### config.mk
export PLATFORM = sky130hd
export DESIGN_NAME = spmmio_sdblk
export DESIGN_NICKNAME = d
export VERILOG_FILES = /design/src/rtl/spmmio_sdblk.sv
export SDC_FILE = /design/constraint.sdc
export NUM_CORES = 1
export LEC_CHECK = 0
export CORE_ASPECT_RATIO = 0.7
export CORE_MARGIN = 3
export CORE_UTILIZATION = 52
export CTS_CLUSTER_DIAMETER = 200
export DETAILED_ROUTE_END_ITERATION = 10
export HOLD_SLACK_MARGIN = 0.03
export PLACE_DENSITY = 0.95
export SLEW_MARGIN = 15
export SYNTH_ARGS = -nofsm -noshare
export SYNTH_HDL_FRONTEND = slang
export SYNTH_SLANG_ARGS = --single-unit
### constraint.sdc
create_clock -name clk -period 3.9 [get_ports clk]
set_clock_uncertainty 0.1 [all_clocks]
set_input_delay 0.39 -clock clk [delete_from_list [all_inputs] [get_ports clk]]
set_output_delay 0.39 -clock clk [all_outputs]
set_load 0.03 [all_outputs]
### src/rtl/spmmio_sdblk.sv
// SD SPI block sequencer: moves one 512-byte block between card and sector buffer via the byte engine.
// Latency: 1 issue cycle + engine time per byte, plus 1 buffer-read cycle per written data byte.
// Backpressure: stalls on the engine busy flag; start is ignored while a transfer is active.
module spmmio_sdblk #(
    parameter int TOKEN_TRIES = 4095,
    parameter int BUSY_TRIES  = 65535
) (
    input  logic        clk,
    input  logic        reset_n,
    input  logic        start,
    input  logic        dir_wr,
    output logic        active,
    output logic        done,
    output logic [2:0]  err,
    output logic [3:0]  m_adr,
    output logic        m_cs,
    output logic [0:3]  m_sel,
    output logic        m_we,
    output logic [0:31] m_d,
    input  logic [0:31] m_q,
    output logic [8:0]  buf_adr,
    output logic        buf_we,
    output logic [7:0]  buf_wdata,
    input  logic [7:0]  buf_rdata
);

    localparam logic [15:0] TOK_LIM  = TOKEN_TRIES[15:0];
    localparam logic [15:0] BUSY_LIM = BUSY_TRIES[15:0];
    localparam logic [9:0]  LAST_IDX = 10'd511;

    typedef enum logic [3:0] {
        S_IDLE,
        S_RD_HUNT,
        S_RD_CLR,
        S_RD_DATA,
        S_RD_CRC,
        S_RD_CHK,
        S_WR_TOK,
        S_WR_CLR,
        S_WR_DATA,
        S_WR_CRC,
        S_WR_RESP,
        S_WR_BUSY
    } state_t;

    // Per-byte sub-phase; PH_ADDR is the pre-byte cycle (buffer read or CRC read).
    typedef enum logic [1:0] {
        PH_ADDR,
        PH_ISSUE,
        PH_SKIP,
        PH_POLL
    } phase_t;

    state_t      state, state_n;
    phase_t      ph, ph_n;
    logic [9:0]  idx, idx_n;
    logic [15:0] tries, tries_n;
    logic [2:0]  err_n;
    logic        done_n;
    logic [0:15] crc_l, crc_n;

    logic        byte_st;
    logic        byte_done;
    logic        wait_b;
    logic [7:0]  tx_byte;
    logic [7:0]  rx_byte;
    logic        unused_q;

    assign unused_q = &{1'b0, m_q[0:15]};
    assign rx_byte  = m_q[24:31];
    assign active   = (state != S_IDLE);
    assign buf_adr  = idx[8:0];

    always_ff @(posedge clk or negedge reset_n) begin
        if (!reset_n) begin
            state <= S_IDLE;
            ph    <= PH_ISSUE;
            idx   <= '0;
            tries <= '0;
            err   <= '0;
            done  <= 1'b0;
            crc_l <= '0;
        end else begin
            state <= state_n;
            ph    <= ph_n;
            idx   <= idx_n;
            tries <= tries_n;
            err   <= err_n;
            done  <= done_n;
            crc_l <= crc_n;
        end
    end

    always_comb begin
        byte_st = 1'b0;
        case (state)
            S_RD_HUNT, S_RD_DATA, S_RD_CRC,
            S_WR_TOK, S_WR_RESP, S_WR_BUSY: byte_st = 1'b1;
            S_WR_DATA, S_WR_CRC:            byte_st = (ph != PH_ADDR);
            default:                        byte_st = 1'b0;
        endcase
    end

    // The cycle right after issue is never sampled: the engine's busy flag lags by one cycle.
    assign byte_done = byte_st && (ph == PH_POLL) && !m_q[23];
    assign wait_b    = (state == S_RD_HUNT) || (state == S_WR_RESP);

    always_comb begin
        tx_byte = 8'hFF;
        case (state)
            S_WR_TOK:  tx_byte = 8'hFE;
            S_WR_DATA: tx_byte = buf_rdata;
            S_WR_CRC:  tx_byte = idx[0] ? crc_l[8:15] : crc_l[0:7];
            default:   tx_byte = 8'hFF;
        endcase
    end

    always_comb begin
        state_n   = state;
        ph_n      = ph;
        idx_n     = idx;
        tries_n   = tries;
        err_n     = err;
        crc_n     = crc_l;
        done_n    = 1'b0;
        m_adr     = 4'd0;
        m_cs      = 1'b0;
        m_sel     = 4'b0000;
        m_we      = 1'b0;
        m_d       = '0;
        buf_we    = 1'b0;
        buf_wdata = 8'h00;

        if (byte_st) begin
            m_cs = 1'b1;
            case (ph)
                PH_ISSUE: begin
                    m_we        = 1'b1;
                    m_sel       = 4'b0011;
                    m_d[19]     = 1'b1;
                    m_d[22]     = wait_b;
                    m_d[23]     = 1'b1;
                    m_d[24:31]  = tx_byte;
                    ph_n        = PH_SKIP;
                end
                PH_SKIP: ph_n = PH_POLL;
                PH_POLL: if (byte_done) ph_n = PH_ISSUE;
                default: ph_n = PH_ISSUE;
            endcase
        end

        case (state)
            S_IDLE: begin
                if (start) begin
                    err_n   = 3'b000;
                    idx_n   = '0;
                    tries_n = '0;
                    ph_n    = PH_ISSUE;
                    state_n = dir_wr ? S_WR_TOK : S_RD_HUNT;
                end
            end
            S_RD_HUNT: begin
                if (byte_done) begin
                    if (rx_byte == 8'hFE) begin
                        state_n = S_RD_CLR;
                    end else if (rx_byte == 8'hFF) begin
                        if (tries == TOK_LIM) begin
                            err_n[2] = 1'b1;
                            state_n  = S_IDLE;
                            done_n   = 1'b1;
                        end else begin
                            tries_n = tries + 16'd1;
                        end
                    end else begin
                        err_n[0] = 1'b1;
                        state_n  = S_IDLE;
                        done_n   = 1'b1;
                    end
                end
            end
            S_RD_CLR: begin
                m_cs    = 1'b1;
                m_adr   = 4'd1;
                m_we    = 1'b1;
                m_sel   = 4'b0011;
                m_d[31] = 1'b0;
                idx_n   = '0;
                ph_n    = PH_ISSUE;
                state_n = S_RD_DATA;
            end
            S_RD_DATA: begin
                if (byte_done) begin
                    buf_we    = 1'b1;
                    buf_wdata = rx_byte;
                    if (idx == LAST_IDX) begin
                        idx_n   = '0;
                        state_n = S_RD_CRC;
                    end else begin
                        idx_n = idx + 10'd1;
                    end
                end
            end
            S_RD_CRC: begin
                if (byte_done) begin
                    if (idx[0]) state_n = S_RD_CHK;
                    else        idx_n   = idx + 10'd1;
                end
            end
            S_RD_CHK: begin
                // CRC over data plus received CRC leaves a zero residue when intact.
                m_cs  = 1'b1;
                m_adr = 4'd1;
                if (m_q[16:31] != 16'h0000) err_n[1] = 1'b1;
                state_n = S_IDLE;
                done_n  = 1'b1;
            end
            S_WR_TOK: begin
                if (byte_done) state_n = S_WR_CLR;
            end
            S_WR_CLR: begin
                m_cs    = 1'b1;
                m_adr   = 4'd1;
                m_we    = 1'b1;
                m_sel   = 4'b0011;
                m_d[31] = 1'b1;
                idx_n   = '0;
                ph_n    = PH_ADDR;
                state_n = S_WR_DATA;
            end
            S_WR_DATA: begin
                if (ph == PH_ADDR) begin
                    ph_n = PH_ISSUE;
                end else if (byte_done) begin
                    ph_n = PH_ADDR;
                    if (idx == LAST_IDX) begin
                        idx_n   = '0;
                        state_n = S_WR_CRC;
                    end else begin
                        idx_n = idx + 10'd1;
                    end
                end
            end
            S_WR_CRC: begin
                if (ph == PH_ADDR) begin
                    m_cs  = 1'b1;
                    m_adr = 4'd1;
                    crc_n = m_q[16:31];
                    ph_n  = PH_ISSUE;
                end else if (byte_done) begin
                    if (idx[0]) begin
                        tries_n = '0;
                        state_n = S_WR_RESP;
                    end else begin
                        idx_n = idx + 10'd1;
                    end
                end
            end
            S_WR_RESP: begin
                if (byte_done) begin
                    if (rx_byte[4:0] != 5'b00101) begin
                        err_n[0] = 1'b1;
                        state_n  = S_IDLE;
                        done_n   = 1'b1;
                    end else begin
                        tries_n = '0;
                        state_n = S_WR_BUSY;
                    end
                end
            end
            S_WR_BUSY: begin
                if (byte_done) begin
                    if (rx_byte != 8'h00) begin
                        state_n = S_IDLE;
                        done_n  = 1'b1;
                    end else if (tries == BUSY_LIM) begin
                        err_n[2] = 1'b1;
                        state_n  = S_IDLE;
                        done_n   = 1'b1;
                    end else begin
                        tries_n = tries + 16'd1;
                    end
                end
            end
            default: begin
                state_n = S_IDLE;
            end
        endcase
    end

endmodule

After elaboration in Yosys (flattened, before gate mapping) --
Index checks and enable logic that the tools add are counted. W data, S select, Z words.
Storage, ports and cells: flip-flop bits (word level) 52, bits of input ports 44, output and inout port bits 65, logic and storage cells 186
Operators by class: add/sub/neg operators 2, eq/ne operators 48, mux-type cells 101, reductions and logical operators 26
Operators by type and width (count):
- $mux W16 | 13
- $mux W4 | 23
- $mux W10 | 9
- $pmux W16 S5 | 1
- $pmux W10 S6 | 1
- $ne A2 B2 Y1 const B | 23
- $pmux W4 S11 | 1
- $mux W1 | 30
- $mux W8 | 3
- $pmux W8 S3 | 1
- $reduce_and A17 Y1 | 1
- $add A16 B1 Y16 const B | 1
- $eq A16 B12 Y1 const B | 1
- $eq A16 B16 Y1 const B | 1
- $eq A4 B3 Y1 const B | 4
- $eq A4 B4 Y1 const B | 4
- $eq A8 B8 Y1 const B | 2
- $reduce_bool A16 Y1 | 1
- $mux W2 | 7
- $reduce_and A14 Y1 | 1
- $add A10 B1 Y10 const B | 1
- $eq A10 B9 Y1 const B | 1
- $pmux W1 S2 | 5
- $pmux W2 S5 | 1
- other kinds (31) | 41

Depth between registers and ports, before layout --
Gate-level depths: netlist (run 1).
depth in word-level cells 11, gate-level depth with buffers 11, gate-level depth less buffers 7

Worst setup path after synthesis (run 1) --
No wires, ideal clock.
path type flip-flop to output port, from register state[0], to output buf_wdata[0], arrival 2.609 ns, required time 3.410 ns, path slack 0.801 ns, cell stages (with the launch flop) 6, buffers on the path 2, cell sequence dfrtp_1 -> buf_2 -> clkbuf_1 -> nand2_1 -> nor4_1 -> and2_1
Between the ends: cells in the longest elaborated chain, start to end 7, elaborated cells on any way between the ends 15, those cells by class 8 x eq/ne; 3 x mux; 4 x reduce/logical
RTL lines:
- start: declaration | RTL line 54 | state_t state, state_n;
- start signal: assignment | RTL line 84 | state <= state_n;
- $eq A4 B1 Y1, or another cell as far along | RTL line 96 | case (state)
- $reduce_or A6 Y1 / $reduce_or A2 Y1 (equally long branches) | RTL line 96
- $pmux W1 S2 | RTL line 96
- $logic_and A1 B1 Y1 (2 in a row) | RTL line 105 | assign byte_done = byte_st && (ph == PH_POLL) && !m_q[23];
- $mux W8 | RTL line 192 | if (byte_done) begin
- $mux W8 * | RTL line 152 | case (state)
- end: declaration | RTL line 23 | output logic [7:0] buf_wdata,
Every way passes the cells marked *; elsewhere a longest branch is shown, timed or not.

Final worst setup path (run 1) --
from register state[2], to register tries[9]
Between the ends: cells in the longest elaborated chain, start to end 7, elaborated cells on any way between the ends 30, those cells by class 21 x eq/ne; 2 x mux; 7 x reduce/logical
RTL lines:
- $eq A4 B1 Y1, or another cell as far along | RTL line 96, 152
- $reduce_or A6 Y1 / $reduce_or A2 Y1 (equally long branches) | RTL line 96
- $pmux W1 S2 | RTL line 96
- $logic_and A1 B1 Y1 (2 in a row) | RTL line 105
- $ne A2 B2 Y1 (no line)
- $reduce_and A14 Y1 (no line)
- end signal: assignment | RTL line 87 | tries <= tries_n;
- end: declaration | RTL line 57 | logic [15:0] tries, tries_n;
Several ways; a longest one is shown, not always the timed one. A chain may end at the register's enable or synchronous reset.

==> load_flow_metrics.sql, run 1 <==
INSERT INTO impl_metrics (metric_group, metric, value, unit) VALUES
('layout', 'final-seq-area', '1300', 'µm²'),
('die', 'design.core.area', '6880', 'µm²'),
('global_routing', 'number_of_global_route_vias_before_repair', '3364', ''),
('die', 'design.portCount', '109', ''),
('worst_setup_path', 'critPathCapture', 'tries[9]', ''),
('worst_setup_path', 'critPathMaxFanout', '21', ''),
('layout', 'drive_above_1_share', '11.2', '%'),
('sta', 'tightest_slew', '1.04', 'ns'),
('layout', 'final.fill_count', '563', ''),
('sta', 'final_critical_path_setup_slack', '0.526', 'ns'),
('detailed_routing', 'totalWireLength', '10600', 'µm'),
('detailed_routing', 'avgViaCountPerCell', '6.27', ''),
('logic_synthesis', 'synth.yosys.seq_area_share', '34.5', '%'),
('detailed_routing', 'detailroute.via_count', '3626', ''),
('clock_network', 'cts_buffer_depth', '2', ''),
('power_and_ir_drop', 'power-per-cell-area', '731', 'nW/µm²'),
('sta', 'tcrit_tclk_final', '86.5', '%'),
('die', 'initial_core_util', '54.8', '%'),
('logic_synthesis', 'ys_seq_elements', '52', ''),
('clock_network', 'clk_pin_slew', '0.10', 'ns'),
('global_routing', 'grt_first_pass_wirelength', '17100', 'µm'),
('power_and_ir_drop', 'vdd.ir_drop.worst', '0.801', 'mV'),
('logic_synthesis', 'synthDominantAreaCellType', 'dfrtp_1', ''),
('sta', 'drv_slew', '0', ''),
('worst_setup_path', 'worst-endpoint-arrival', '3.47', 'ns'),
('placed_design', 'dp_hpwl', '7720', 'µm'),
('global_routing', 'grtUsageMet3', '5.47', '%'),
('layout', 'fin_nets', '530', ''),
('sta', 'layout_min_cycle_time', '3.37', 'ns'),
('die', 'std_cell_rows', '25', ''),
('worst_setup_path', 'timing.reg2reg.worst_path_depth', '7', ''),
('worst_setup_path', 'critPathCaptureType', 'flip-flop', ''),
('worst_setup_path', 'regToRegSetupSlack', '0.53', 'ns'),
('detailed_routing', 'ant_nets', '0', ''),
('power_and_ir_drop', 'p_leak', '1.86', 'nW'),
('die', 'die_width', '108', 'µm'),
('worst_setup_path', 'timing.critical_path.required', '4.00', 'ns'),
('placed_design', 'preCtsSetupSlack', '0.303', 'ns'),
('global_routing', 'groute.layer.met1.usage', '37.9', '%'),
('logic_synthesis', 'ys.flop_type', 'dfrtp_1', ''),
('logic_synthesis', 'yosysWarnings', '0', ''),
('global_routing', 'grt_usage', '25.1', '%'),
('global_routing', 'grt_util_met2', '36.7', '%'),
('worst_setup_path', 'worstReg2RegEnd', 'tries[9]', ''),
('clock_network', 'h-tree-depth', '2', ''),
('logic_synthesis', 'syn-mean-instance-area', '8.72', 'µm²'),
('logic_synthesis', 'synth_cells', '433', ''),
('clock_network', 'tritoncts', 'yes', ''),
('clock_network', 'tritoncts_num_sinks', '52', ''),
('clock_network', 'worst_skew_pair.late_latency', '0.31', 'ns'),
('worst_setup_path', 'worst_setup_path_start_kind', 'flip-flop', ''),
('global_routing', 'top_usage_layer', 'met1', ''),
('detailed_routing', 'drcViolationCount', '0', ''),
('logic_synthesis', 'post_synth_instance_area', '3770', 'µm²'),
('layout', 'total_area_of_multi_input_combinational_cells', '2140', 'µm²'),
('logic_synthesis', 'yosys.area.top_type_share', '33.8', '%'),
('detailed_routing', 'detail_route.wl_per_cell', '18.3', 'µm'),
('worst_setup_path', 'rr_startpoint', 'state[2]', ''),
('layout', 'layout-area-overhead-vs-synth', '18.1', '%'),
('detailed_routing', 'dr.first_iter.drc_count', '388', ''),
('sta', 'setup_repair_after_global_routing_missed_its_margin', 'false', ''),
('layout', 'antenna-diode-count', '0', ''),
('job', 'max_cap_violations', '0', ''),
('die', 'fp.dieArea', '8330', 'µm²'),
('outcome', 'run_status', 'finished, final reports clean', ''),
('sta', 'timing_hold_violations_final', '0', ''),
('logic_synthesis', 'count_of_flip_flops_with_a_built_in_enable_after_synthesis', '0', ''),
('layout', 'finish.utilization', '64.8', '%'),
('clock_network', 'numCtsBuffers', '5', ''),
('global_routing', 'grt_max_degree', '45', ''),
('worst_setup_path', 'worst-setup-path-type', 'reg2reg', '');
## how the worst min path moves through the flow
stage | end | slack, ns | depth (start not counted)
2_1_floorplan | crc_l[0] | -0.006 | 0
4_1_cts | idx[7] | 0.36 | 2
3_5_place_dp | idx[7] | 0.15 | 1
3_3_place_gp | idx[6] | 0.14 | 1
6_report | idx[4] | 0.35 | 2
5_1_grt | idx[4] | 0.39 | 2
## critical path, cell delays in order (launching register included)
cell and delay (ns):
dfrtp_1 0.81, nor4_1 0.16, inv_1 0.17, a2bb2oi_1 0.26, o211ai_2 0.13, or4_1 0.53
or3_1 0.73, o41ai_1 0.37
## state kept, by name, indices dropped and copies added (netlist names)
name,flops
tries,16
done,1
idx,10
crc_l,16
ph,2
err,3
state,4
## placed cells by master (no fill, tap or decap), types with 5 or more instances in the layout
cell and count:
o31ai_2 5, and2_1 9, and3_1 7, nand2_1 34
mux2i_1 9, nor4_1 7, mux2_2 17, clkbuf_8 5
inv_1 7, nor2_1 25, a31oi_1 7, nor2b_1 7
a21o_1 6, clkdlybuf4s50_1 65, o21ai_0 36, nand3_1 21
a21oi_1 22, conb_1 26, nor3_1 7, buf_4 13
nand2b_1 5, o31ai_1 18, dfrtp_1 51
## synthesized netlist by cell type, drive strengths merged, types with 5 or more instances
cell type  number
a31oi           7
dfrtp          51
nand3          21
and2            9
nor4            7
and3            7
nor2           25
o31ai          26
nand2b          5
mux2i           9
a21oi          22
buf            45
o21ai          39
or4             5
nor2b           7
clkbuf         17
a21o            6
nand2          34
nor3            8
mux2           17
inv             7
## repair_timing
action | 4_1_cts | 5_1_grt
hold buffers | 1 | 0
resized for setup | 0 | 0
hold endpoints to repair | 7 | 0
setup buffers | 0 | 0
## layer usage
layer / vias to the layer above / share of wire, % / routed length (µm)
met5: - / 0 / 0
met4: 0 / 1.7 / 177
met3: 27 / 10 / 1080
met2: 207 / 44 / 4700
met1: 1756 / 44 / 4620
li1: 1636 / - / -
## stage by stage
stage	hold WS, ns	instance area [µm²]	total power [W]	instances
after CTS	0.363	4460	0.00322	578
after global placement	0.144	4340	0.00278	569
after global routing	0.388	4460	0.00344	578
final	0.353	4460	0.00326	578
after floorplan	-0.00559	3870	0.00225	458
after detailed placement	0.152	4340	0.00283	569
## cell type report
cell class	count	share of cell area [%]
Clock buffer	6	1.63
Clock inverter	2	0.786
Inverter	7	0.589
Multi-Input combinational cell	337	48.0
Sequential cell	52	29.2
Tap cell	94	2.64
Timing Repair Buffer	80	17.1
## cells by family after synthesis
| logic type | share of synthesized area, % |
|---|---|
| AOI/OAI and AO/OA | 24.2 |
| xor gates and xnor gates | 0.464 |
| adders and majority gates | 0.995 |
| buffers and inverters | 11.2 |
| DFF | 34.5 |
| muxes | 7.46 |
| other | 0.0994 |
| and+or+nand+nor | 21.0 |
## power breakdown
part / internal, W / leakage (nW) / switching [W] / total [W]
Combinational: 0.000794 / 1.13 / 0.00120 / 0.00199
Clock: 0.000191 / 0.0552 / 0.000191 / 0.000382
Sequential: 0.000692 / 0.671 / 0.000192 / 0.000884
Total: 0.00168 / 1.86 / 0.00158 / 0.00326
No activity file was read; power rests on OpenSTA's default activity.
==> run 2: changes to the inputs <==
--- a/constraint.sdc
+++ b/constraint.sdc
@@ -4,2 +4,2 @@
 set_output_delay 0.39 -clock clk [all_outputs]
-set_load 0.03 [all_outputs]
+set_load 0.005 [all_outputs]
==> run 2 against run 1 <==
Against the previous run: wire length is 0.49% higher; critical path type unchanged; core utilization rose by 0.22 points; final area rose by 0.34%; worst setup slack improved by 0.033 ns; flip-flop and latch count did not move; combinational power decreased by 18%; fmax is 1.0% higher; first-iteration DRC count up 29%; clock power up 8.6%.
==> load_flow_metrics.sql, run 2 (synthesis gave the netlist of run 1 again) <==
INSERT INTO impl_metrics (metric_group, metric, value, unit) VALUES
('power_and_ir_drop', 'power', '0.00296', 'W'),
('clock_network', 'tritoncts_num_sinks', '52', ''),
('power_and_ir_drop', 'power-per-cell-area', '661', 'nW/µm²'),
('global_routing', 'number_of_antenna_violations_at_the_first_check_in_global_routing', '0', ''),
('detailed_routing', 'detailroute.via_count', '3666', ''),
('clock_network', 'clock-root-buffer', 'clkbuf_8', ''),
('worst_setup_path', 'timing.critical_path.required', '4.00', 'ns'),
('outcome', 'run_status', 'finished, final reports clean', ''),
('worst_setup_path', 'critPathMaxFanout', '22', ''),
('worst_setup_path', 'worst-setup-path-type', 'reg2reg', ''),
('detailed_routing', 'totalWireLength', '10600', 'µm'),
('clock_network', 'numCtsBuffers', '5', ''),
('placed_design', 'numPortBuffers', '66', ''),
('die', 'std_cell_rows', '25', ''),
('clock_network', 'ctsResizeCount', '0', ''),
('layout', 'antenna-diode-count', '0', ''),
('worst_setup_path', 'timing.reg2reg.worst_path_depth', '5', ''),
('power_and_ir_drop', 'p_leak', '1.86', 'nW'),
('sta', 'layout_min_cycle_time', '3.34', 'ns'),
('die', 'die_h', '77.3', 'µm'),
('sta', 'setup_viol', '0', ''),
('layout', 'final-seq-area', '1300', 'µm²'),
('placed_design', 'dp_hpwl', '7840', 'µm'),
('global_routing', 'grt_usage', '25.4', '%'),
('layout', 'layout-area-overhead-vs-synth', '18.5', '%'),
('clock_network', 'cts_buffer_depth', '2', ''),
('worst_setup_path', 'worst_setup_path_start_kind', 'flip-flop', ''),
('detailed_routing', 'avgViaCountPerCell', '6.35', ''),
('placed_design', 'preCtsSetupSlack', '0.291', 'ns'),
('min_path', 'hold_class', 'in2async', ''),
('sta', 'tcrit_tclk_final', '85.7', '%'),
('clock_network', 'post-cts-setup-buffers', '0', ''),
('sta', 'tns', '0', 'ns'),
('die', 'die_width', '108', 'µm'),
('detailed_routing', 'detail_route.wl_per_cell', '18.4', 'µm'),
('clock_network', 'h-tree-depth', '2', ''),
('placed_design', 'gp_routability_congestion', '0.937', ''),
('layout', 'stdcell_count', '577', ''),
('clock_network', 'clk_pin_slew', '0.10', 'ns'),
('job', 'max_cap_violations', '0', ''),
('layout', 'final.fill_count', '564', ''),
('placed_design', 'place.detailed.instances', '569', ''),
('detailed_routing', 'ant_nets', '0', ''),
('sta', 'timing_hold_violations_final', '0', ''),
('die', 'fp.dieArea', '8330', 'µm²'),
('layout', 'top_library_cells_by_usage_in_the_layout_fill_and_taps_aside', '65 x clkdlybuf4s50_1, 51 x dfrtp_1, 36 x o21ai_0, 34 x nand2_1, 26 x conb_1', ''),
('sta', 'fmaxAchievable', '299', 'MHz'),
('die', 'initial_core_util', '54.8', '%'),
('sta', 'final_critical_path_setup_slack', '0.560', 'ns'),
('sta', 'drv_slew', '0', ''),
('detailed_routing', 'dr.first_iter.drc_count', '501', ''),
('clock_network', 'number_of_buffers_inserted_by_hold_repair_at_cts', '0', ''),
('detailed_routing', 'drcViolationCount', '0', ''),
('global_routing', 'global_route.overflow_total', '0', ''),
('detailed_routing', 'dr.pass1.iters', '6', ''),
('layout', 'fin_nets', '529', ''),
('sta', 'setup_repair_after_global_routing_missed_its_margin', 'false', ''),
('sta', 'tightest_slew', '0.887', 'ns'),
('global_routing', 'grt_max_degree', '53', ''),
('worst_setup_path', 'critPathCaptureType', 'flip-flop', ''),
('die', 'design.portCount', '109', ''),
('clock_network', 'tritoncts', 'yes', ''),
('clock_network', 'worst_skew_pair.late_latency', '0.31', 'ns'),
('power_and_ir_drop', 'vdd.ir_drop.worst', '0.402', 'mV'),
('global_routing', 'grt_first_pass_wirelength', '17100', 'µm'),
('sta', 'timing.max_slew.rel_slack', '40.7', '%'),
('layout', 'drive_above_1_share', '11.6', '%'),
('layout', 'final_common_cell', 'clkdlybuf4s50_1', ''),
('layout', 'total_area_of_multi_input_combinational_cells', '2150', 'µm²'),
('worst_setup_path', 'worst-endpoint-arrival', '3.44', 'ns'),
('die', 'design.core.area', '6880', 'µm²'),
('layout', 'reg_top3', 'crc_l (16), tries (16), idx (10)', ''),
('global_routing', 'number_of_global_route_vias_before_repair', '3389', '');
run 2: changes by cell type in the layout (fill, tap and decap cells not counted), sizes merged:
cell         previous run  this run
clkbuf                  6         7
clkinv                  1         0
dlygate4sd3             1         0
run 2: cell type report:
| type | count | area share [%] |
|---|---|---|
| multi-input combinational | 337 | 48.0 |
| sequential | 52 | 29.1 |
| timing repair buffer | 79 | 16.8 |
| tap | 94 | 2.63 |
| clock buffer | 7 | 2.15 |
| clock inverter | 1 | 0.671 |
| inverter | 7 | 0.587 |
run 2: per-layer routing:
layer	routed length [µm]	GRT usage, %	share of wire [%]	vias to the layer above
met1	4520	37.3	42	1757
li1	-	-	-	1641
met2	4820	38.8	45	243
met4	191	5.93	1.8	0
met5	0	0	0	-
met3	1110	4.71	10	25
run 2: through the flow:
step	area (µm²)	util, %	hold slack (ns)
CTS	4470	64.9	0.123
floorplan	3870	-	-0.00559
finish	4470	65.0	0.0790
detailed placement	4340	63.1	0.385
global route	4470	65.0	0.140
global placement	4340	63.1	0.360
run 2: worst paths after layout:
kind                               start        to  slack [ns]
worst min register to register    idx[9]    idx[9]        0.40
worst min-delay path             reset_n    idx[5]        0.08
min in group clk                  idx[9]    idx[9]        0.40
max in group asynchronous        reset_n  crc_l[4]        3.15
worst max-delay path            state[0]  state[1]        0.56
worst max register to register  state[0]  state[1]        0.56
run 2: where the power goes:
group	internal, W	total (W)	switching [W]
registers	0.000692	0.000903	0.000211
clock network	0.000227	0.000415	0.000188
logic	0.000792	0.00164	0.000849
run 2: critical path, cell delays in order (launching register included):
cell and delay [ns]:
dfrtp_1 0.67, buf_4 0.34, nor4b_1 0.60, or3b_2 0.52
o31ai_1 0.59, mux2_2 0.41
==> run 3: changes to the inputs <==
--- a/constraint.sdc
+++ b/constraint.sdc
@@ -4,2 +4,2 @@
 set_output_delay 0.39 -clock clk [all_outputs]
-set_load 0.005 [all_outputs]
+set_load 0.02 [all_outputs]
==> run 3 against run 2 <==
Against the previous run: core utilization shrank 0.47 points; sequential share of layout area grew 0.21 points; final cell count grew 0.17%; largest power group unchanged; final area shrank 0.73%; worst hold slack lost 0.0023 ns; total power grew 4.2%; largest cell class unchanged; register-to-register slack gained 0.02 ns; die area is the same.
==> load_flow_metrics.sql, run 3 (synthesis gave the netlist of run 1 again) <==
INSERT INTO impl_metrics (metric_group, metric, value, unit) VALUES
('sta', 'timing.max_slew.rel_slack', '34.1', '%'),
('placed_design', 'dp_hpwl', '7970', 'µm'),
('detailed_routing', 'detail_route.wl_per_cell', '18.4', 'µm'),
('layout', 'top_library_cells_by_usage_in_the_layout_fill_and_taps_aside', '65 x clkdlybuf4s50_1, 51 x dfrtp_1, 36 x o21ai_0, 34 x nand2_1, 26 x conb_1', ''),
('power_and_ir_drop', 'power', '0.00308', 'W'),
('worst_setup_path', 'critPathCaptureType', 'flip-flop', ''),
('sta', 'tns', '0', 'ns'),
('layout', 'reg_top3', 'crc_l (16), tries (16), idx (10)', ''),
('global_routing', 'grt_first_pass_wirelength', '17000', 'µm'),
('global_routing', 'number_of_global_route_vias_before_repair', '3312', ''),
('power_and_ir_drop', 'power-per-cell-area', '694', 'nW/µm²'),
('clock_network', 'tritoncts_num_sinks', '52', ''),
('clock_network', 'ctsResizeCount', '0', ''),
('power_and_ir_drop', 'vdd.ir_drop.worst', '0.564', 'mV'),
('die', 'initial_core_util', '54.8', '%'),
('clock_network', 'number_of_buffers_inserted_by_hold_repair_at_cts', '0', ''),
('detailed_routing', 'dr.pass1.iters', '5', ''),
('worst_setup_path', 'worst-endpoint-arrival', '3.43', 'ns'),
('detailed_routing', 'dr.first_iter.drc_count', '414', ''),
('layout', 'layout.cell_area.non_filler', '4440', 'µm²'),
('sta', 'setup_viol', '0', ''),
('clock_network', 'clock-root-buffer', 'clkbuf_8', ''),
('die', 'fp.dieArea', '8330', 'µm²'),
('sta', 'layout_min_cycle_time', '3.32', 'ns'),
('layout', 'final_common_cell', 'clkdlybuf4s50_1', ''),
('clock_network', 'clk_pin_slew', '0.10', 'ns'),
('layout', 'stdcell_count', '578', ''),
('global_routing', 'grt_max_degree', '53', ''),
('detailed_routing', 'drcViolationCount', '0', ''),
('placed_design', 'placement.cell_area', '4350', 'µm²'),
('clock_network', 'h-tree-depth', '2', ''),
('power_and_ir_drop', 'p_leak', '1.85', 'nW'),
('placed_design', 'gp_routability_congestion', '0.973', ''),
('clock_network', 'numCtsBuffers', '5', ''),
('placed_design', 'place.detailed.instances', '570', ''),
('outcome', 'run_status', 'finished, final reports clean', ''),
('sta', 'setup_repair_after_global_routing_missed_its_margin', 'false', ''),
('layout', 'layout-area-overhead-vs-synth', '17.7', '%'),
('sta', 'fmaxAchievable', '302', 'MHz'),
('sta', 'tightest_slew', '0.979', 'ns'),
('die', 'std_cell_rows', '25', ''),
('placed_design', 'numPortBuffers', '66', ''),
('worst_setup_path', 'worst_setup_path_start_kind', 'flip-flop', ''),
('detailed_routing', 'totalWireLength', '10600', 'µm'),
('detailed_routing', 'ant_nets', '0', ''),
('detailed_routing', 'avgViaCountPerCell', '6.22', ''),
('layout', 'final.fill_count', '538', ''),
('sta', 'tcrit_tclk_final', '85.0', '%'),
('job', 'max_cap_violations', '0', ''),
('die', 'design.portCount', '109', ''),
('die', 'die_width', '108', 'µm'),
('clock_network', 'worst_skew_pair.late_latency', '0.32', 'ns'),
('worst_setup_path', 'worst-setup-path-type', 'reg2reg', ''),
('global_routing', 'number_of_antenna_violations_at_the_first_check_in_global_routing', '0', ''),
('global_routing', 'global_route.overflow_total', '0', ''),
('clock_network', 'tritoncts', 'yes', ''),
('worst_setup_path', 'critPathMaxFanout', '22', ''),
('clock_network', 'post-cts-setup-buffers', '0', ''),
('detailed_routing', 'detailroute.via_count', '3596', ''),
('sta', 'drv_slew', '0', ''),
('layout', 'fin_nets', '530', ''),
('worst_setup_path', 'timing.critical_path.required', '4.01', 'ns'),
('clock_network', 'cts_buffer_depth', '2', ''),
('layout', 'antenna-diode-count', '0', ''),
('layout', 'drive_above_1_share', '11.6', '%'),
('global_routing', 'grt_usage', '25.4', '%'),
('min_path', 'hold_class', 'in2async', ''),
('sta', 'timing_hold_violations_final', '0', ''),
('die', 'design.core.area', '6880', 'µm²'),
('die', 'die_h', '77.3', 'µm');
==> run 3: power breakdown <==
group / total [W] / internal (W) / switching (W)
sequential: 0.000877 / 0.000693 / 0.000184
clock: 0.000336 / 0.000142 / 0.000194
combinational: 0.00187 / 0.000800 / 0.00107
==> run 3: through the flow <==
step	hold slack, ns	setup WS [ns]	util [%]
finish	0.0767	0.583	64.5
global route	0.131	0.337	64.5
CTS	0.113	0.623	64.5
detailed placement	0.383	0.291	63.2
global placement	0.361	0.386	63.2
floorplan	-0.00559	1.09	-
==> run 3: layer usage <==
| metal | wire [µm] | part of all wire [%] | up-vias | GRT usage [%] |
|---|---|---|---|---|
| li1 | - | - | 1637 | - |
| met1 | 4600 | 43 | 1715 | 36.8 |
| met2 | 4790 | 45 | 218 | 39.1 |
| met3 | 956 | 9.0 | 26 | 3.53 |
| met4 | 262 | 2.5 | 0 | 8.45 |
| met5 | 0 | 0 | - | 0 |
==> run 3: cell type report <==
class	count	area [µm²]	area share, %
multi-input cells	337	2140	48.2
flip-flops and latches	52	1300	29.3
repair buffers	80	761	17.1
well taps	94	118	2.65
clock buffers	6	82.6	1.86
inverters	7	26.3	0.592
clock inverters	2	10.0	0.225
==> run 3: worst max-delay path, stage by stage (launching register included) <==
cell	delay, ns
dfrtp_1	0.67
buf_4	0.34
o21ai_0	0.14
a211oi_1	0.25
o31ai_1	0.15
or4_1	0.43
or3_1	0.72
o31ai_1	0.41
==> run 3: worst paths after layout <==
check                              start   endpoint  slack, ns  cells after the start
max in group asynchronous        reset_n   tries[7]       3.15                      2
min in group clk                  idx[9]     idx[9]       0.41                      1
worst min-delay path             reset_n     idx[7]       0.08                      2
worst min register to register    idx[9]     idx[9]       0.41                      1
worst max-delay path            state[0]  tries[14]       0.58                      7
worst max register to register  state[0]  tries[14]       0.58                      7
